File: src/rtl/seq_bit_serializer.sv
// Parallel-to-serial feeder for the serial sequence detectors: valid/ready word input,
// one bit per clock on o, a one-word holding buffer for bubble-free streaming, and an optional idle gap.
module seq_bit_serializer #(
  parameter int unsigned WIDTH     = 8,
  parameter bit          MSB_FIRST = 1'b1,
  parameter int unsigned GAP       = 0
) (
  input  logic             clk,
  input  logic             rst,
  input  logic [WIDTH-1:0] din,
  input  logic             din_valid,
  output logic             din_ready,
  output logic             o,
  output logic             o_valid,
  output logic             o_last,
  output logic             busy
);

  localparam int unsigned CNT_W    = (WIDTH > 1) ? $clog2(WIDTH) : 1;
  localparam int unsigned GAP_W    = 4;
  localparam int unsigned GAP_LAST = (GAP > 0) ? GAP - 1 : 0;

  typedef enum logic [1:0] {
    ST_IDLE,
    ST_SHIFT,
    ST_GAP
  } state_t;

  state_t             state, state_d;
  logic [WIDTH-1:0]   sr, sr_d;
  logic [WIDTH-1:0]   hb, hb_d;
  logic               hold_full, hold_full_d;
  logic [CNT_W-1:0]   cnt, cnt_d;
  logic [GAP_W-1:0]   gap_cnt, gap_cnt_d;
  logic               o_d, o_valid_d, o_last_d, din_ready_d, busy_d;
  logic               accept, last_bit, reload, din_to_sr;

  always_ff @(posedge clk) begin
    if (rst) begin
      state     <= ST_IDLE;
      sr        <= '0;
      hb        <= '0;
      hold_full <= 1'b0;
      cnt       <= '0;
      gap_cnt   <= '0;
      o         <= 1'b0;
      o_valid   <= 1'b0;
      o_last    <= 1'b0;
      din_ready <= 1'b1;
      busy      <= 1'b0;
    end else begin
      state     <= state_d;
      sr        <= sr_d;
      hb        <= hb_d;
      hold_full <= hold_full_d;
      cnt       <= cnt_d;
      gap_cnt   <= gap_cnt_d;
      o         <= o_d;
      o_valid   <= o_valid_d;
      o_last    <= o_last_d;
      din_ready <= din_ready_d;
      busy      <= busy_d;
    end
  end

  // Next-state, datapath and registered-output decode.
  always_comb begin
    state_d     = state;
    sr_d        = sr;
    hb_d        = hb;
    hold_full_d = hold_full;
    cnt_d       = cnt;
    gap_cnt_d   = gap_cnt;
    o_d         = 1'b0;
    o_valid_d   = 1'b0;
    o_last_d    = 1'b0;
    din_to_sr   = 1'b0;

    accept   = din_valid && din_ready;
    last_bit = (state == ST_SHIFT) && (cnt == CNT_W'(WIDTH - 1));
    // Final gap cycle acts as IDLE so the gap is exactly GAP cycles long.
    reload   = (state == ST_IDLE)
            || ((state == ST_GAP) && (gap_cnt == GAP_W'(GAP_LAST)))
            || (last_bit && (GAP == 0));

    case (state)
      ST_SHIFT: begin
        o_valid_d = 1'b1;
        o_d       = MSB_FIRST ? sr[WIDTH-1] : sr[0];
        sr_d      = MSB_FIRST ? {sr[WIDTH-2:0], 1'b0} : {1'b0, sr[WIDTH-1:1]};
        cnt_d     = cnt + CNT_W'(1);
        if (last_bit) begin
          o_last_d  = 1'b1;
          cnt_d     = '0;
          gap_cnt_d = '0;
          state_d   = (GAP == 0) ? ST_IDLE : ST_GAP;
        end
      end
      ST_GAP: begin
        gap_cnt_d = gap_cnt + GAP_W'(1);
        if (gap_cnt == GAP_W'(GAP_LAST)) begin
          state_d = ST_IDLE;
        end
      end
      default: ;
    endcase

    // Held word has priority over a fresh one so ordering is preserved.
    if (reload) begin
      if (hold_full) begin
        sr_d        = hb;
        hold_full_d = 1'b0;
        cnt_d       = '0;
        state_d     = ST_SHIFT;
      end else if (accept) begin
        sr_d      = din;
        din_to_sr = 1'b1;
        cnt_d     = '0;
        state_d   = ST_SHIFT;
      end
    end

    if (accept && !din_to_sr) begin
      hb_d        = din;
      hold_full_d = 1'b1;
    end

    din_ready_d = !hold_full_d;
    busy_d      = (state_d != ST_IDLE) || hold_full_d;
  end

endmodule

File: config.mk
export PLATFORM = sky130hd
export DESIGN_NAME = seq_bit_serializer
export DESIGN_NICKNAME = d
export VERILOG_FILES = /design/src/rtl/seq_bit_serializer.sv
export SDC_FILE = /design/constraint.sdc
export NUM_CORES = 1
export LEC_CHECK = 0
export CAP_MARGIN = 20
export CORE_ASPECT_RATIO = 1.25
export CORE_MARGIN = 10
export CORE_UTILIZATION = 45
export DETAILED_ROUTE_END_ITERATION = 6
export HOLD_SLACK_MARGIN = 0.05
export PLACE_DENSITY = 0.75
export SETUP_SLACK_MARGIN = 0.2
export SYNTH_ARGS = -nofsm -noshare
export SYNTH_HDL_FRONTEND = slang
export SYNTH_SLANG_ARGS = --single-unit
File: constraint.sdc
create_clock -name clk -period 1.9 [get_ports clk]
set_input_delay 0.285 -clock clk [delete_from_list [all_inputs] [get_ports clk]]
set_output_delay 0.285 -clock clk [all_outputs]
set_load 0.005 [all_outputs]
==> impl_metrics.json <==
{
  "status": "finished, final reports clean",
  "powerDensity_nw_per_um2": 899.6,
  "slew_headroom_pct": 76.23,
  "drive_gt1_share_pct": 23.73,
  "vias_per_cell": 5.640,
  "cap_violations": 0,
  "grt-ovfl-total": 0,
  "synth.yosys.seq_area_share_pct": 41.47,
  "cp.arrival_ps": 1820,
  "timing.rr.end": "sr[2]",
  "floorplan.initialDensity_pct": 46.85,
  "ys_ff_latch": 31,
  "vias": 1207,
  "yosys_warnings": 0,
  "ff2ff_path_depth": 7,
  "dr.pass1.iters": 4,
  "drcViolationCount": 0,
  "antenna_found_initial": 0,
  "leakage_nw": 0.6666,
  "port_buffers": 15,
  "setup_tns_ps": 0,
  "pin_count": 16,
  "cts_tree": "done",
  "use_met2_pct": 21.54,
  "fmax_mhz": 606.5,
  "rrSetupSlack_ps": 250,
  "finalCriticalPeriod_ps": 1649,
  "postLayoutCoreUtil_pct": 60.91,
  "die_x_um": 71.58,
  "nets": 194,
  "cts-root-buf": "clkbuf_8",
  "hold-path-cell-count": 1,
  "power_mw": 1.750,
  "cp_max_fo": 14,
  "syn-num-nets": 176,
  "grt_use_met1_pct": 11.96,
  "ir_drop_mv": 0.5864,
  "slew_viol_final": 0,
  "crit_type": "reg2reg",
  "postCtsSetupRepairBufs": 0,
  "core_area_sq_um": 3194,
  "cts_sinks": 31,
  "finalCritPeriodShare_pct": 86.78,
  "async_reset_ff_share_pct": 0,
  "drt_iter0_drc": 74,
  "synth_area_leaders": "dfxtp_1 (41%), a211oi_2 (5.9%), ha_1 (5.9%), mux2i_1 (5.4%), a21oi_1 (5.0%)",
  "use_met3_pct": 3.887,
  "syn_avg_cell_area_sq_um": 9.471,
  "drt_wl_total_mm": 3.442,
  "ant_nets": 0,
  "cp-endpoint": "sr[2]",
  "wire_per_inst_um": 16.08,
  "grt_usage_pct": 11.84,
  "nFillCells": 269,
  "synth_edf_count": 0,
  "clk_path_buf_depth": 2,
  "hpwl_mm": 2.421,
  "rsz0062_at_grt": "yes",
  "synth.most_common_cell": "dfxtp_1",
  "grt_pass1_wl_mm": 5.906,
  "grt_busiest_layer": "met2",
  "synth.distinct_cells": 30,
  "rows": 23,
  "synth_top_area_share_pct": 41.47,
  "synthesis.area_sq_um": 1496,
  "grt_max_degree": 29,
  "tightest_slew_ps": 356.6,
  "synthFlopType": "dfxtp_1",
  "hold_path_class": "reg2reg",
  "area_growth_pct": 30.02,
  "critPathLaunch": "cnt[0]",
  "hold_buffers": 0,
  "synthCells": 158,
  "path_clk_slew_ps": 70,
  "numCtsBuffers": 5,
  "synth_area_leader_cell": "dfxtp_1",
  "clk-insertion-delay-late_ps": 290,
  "dp_worst_setup_slack_ps": 115.4,
  "r2r-start": "cnt[0]",
  "finalSetupViolations": 0,
  "cp.required_ps": 2070,
  "hold_violations": 0,
  "startpoint_type": "flip-flop",
  "fin_ws_ps": 251.2,
  "fin_worst_skew_ps": 6.865,
  "setup.worst_path.end_class": "flip-flop",
  "h-tree-depth": 2,
  "die_y_um": 84.48,
  "grt_pass1_vias": 1289,
  "fp.dieArea_sq_um": 6047,
  "synthTopCellsByCount": "dfxtp_1 (31), a21oi_1 (15), o21ai_0 (11)",
  "place_congestion": 0.7724,
  "antenna_cells": 0
}
## final cells by class
cell class              count  area [sq um]  share of cell area (%)
well taps                  37         46.29                   2.379
repair buffers             20         220.2                   11.32
flip-flops and latches     31         623.1                   32.03
clock inverters             2         35.03                   1.801
multi-input cells         112         915.9                   47.07
clock buffers               6         82.58                   4.244
inverters                   6         22.52                   1.158
## logic make-up after synthesis
| logic type | Yosys count | synth area share [%] |
|---|---|---|
| AO/OA/AOI/OAI | 48 | 22.24 |
| AND/OR/NAND/NOR | 46 | 18.14 |
| flip-flops | 31 | 41.47 |
| buffers and inverters | 15 | 4.682 |
| multiplexers | 10 | 6.856 |
| adder cells (fa/ha/maj) | 8 | 6.605 |
## worst min path at each step
stage / start / end / slack (ps)
2_1_floorplan: sr[7] / o / 420
3_3_place_gp: sr[7] / o / 450
3_5_place_dp: sr[7] / o / 450
4_1_cts: sr[7] / o / 480
5_1_grt: state[1] / state[1] / 500
6_report: sr[7] / o / 480
## layout by cell type, fill, tap and decap left out, types with 2 or more instances in the layout
master	synthesis	layout
a211oi_2	7	11
ha_4	0	2
buf_12	0	2
o21ai_0	11	10
nand2b_1	3	3
a21oi_2	3	2
and2_1	6	6
mux2i_1	8	8
nor2_1	3	3
a21oi_1	15	14
dfxtp_1	31	29
a21oi_4	0	2
ha_1	7	4
nand3_1	10	10
dfxtp_2	0	2
nand2_1	6	6
nor2b_1	10	9
buf_4	1	2
nor3_1	5	5
inv_1	6	6
clkdlybuf4s50_1	0	15
a211oi_4	0	3
mux2_2	2	2
clkbuf_8	0	6
## worst max-delay path: stages, from the launching register on
cell      delay, ps
dfxtp_1         320
ha_1            230
ha_4            190
a21oi_4         220
a21oi_4         100
buf_12          170
a211oi_2        240
a211oi_2         70
## through the flow
step,instances,cell area (sq um),hold slack (ps)
6_report,214,1946,477.1
5_1_grt,214,1946,504.2
2_1_floorplan,158,1496,421.4
3_5_place_dp,206,1695,453.3
4_1_cts,214,1833,482.6
3_3_place_gp,206,1695,451.1
## registers in the layout, indices dropped and copies added (netlist names)
| signal | cells |
|---|---|
| sr | 8 |
| cnt | 3 |
| hb | 8 |
| hold_full | 1 |
| o_last | 1 |
| busy | 1 |
| din_ready | 1 |
| o | 1 |
| gap_cnt | 4 |
| o_valid | 1 |
| state | 2 |
## repair_timing
item / 4_1_cts / 5_1_grt
gates resized for setup: 4 / 24
pin swaps: 0 / 3
setup endpoints to repair: 7 / 26
## per-layer routing
layer / up-vias / routed length [um] / part of all wire [%]
li1: 595 / - / -
met5: - / 0 / 0
met1: 587 / 1357 / 39
met3: 7 / 132 / 3.8
met2: 18 / 1897 / 55
met4: 0 / 55 / 1.6
## report_power, final
part	internal, mW	leakage [nW]	total [mW]	switching, mW
clock	0.424	0.0612	0.672	0.248
sequential	0.695	0.254	0.725	0.0300
combinational	0.166	0.351	0.353	0.187
total	1.29	0.667	1.75	0.465
(Power assumes the default switching activity.)
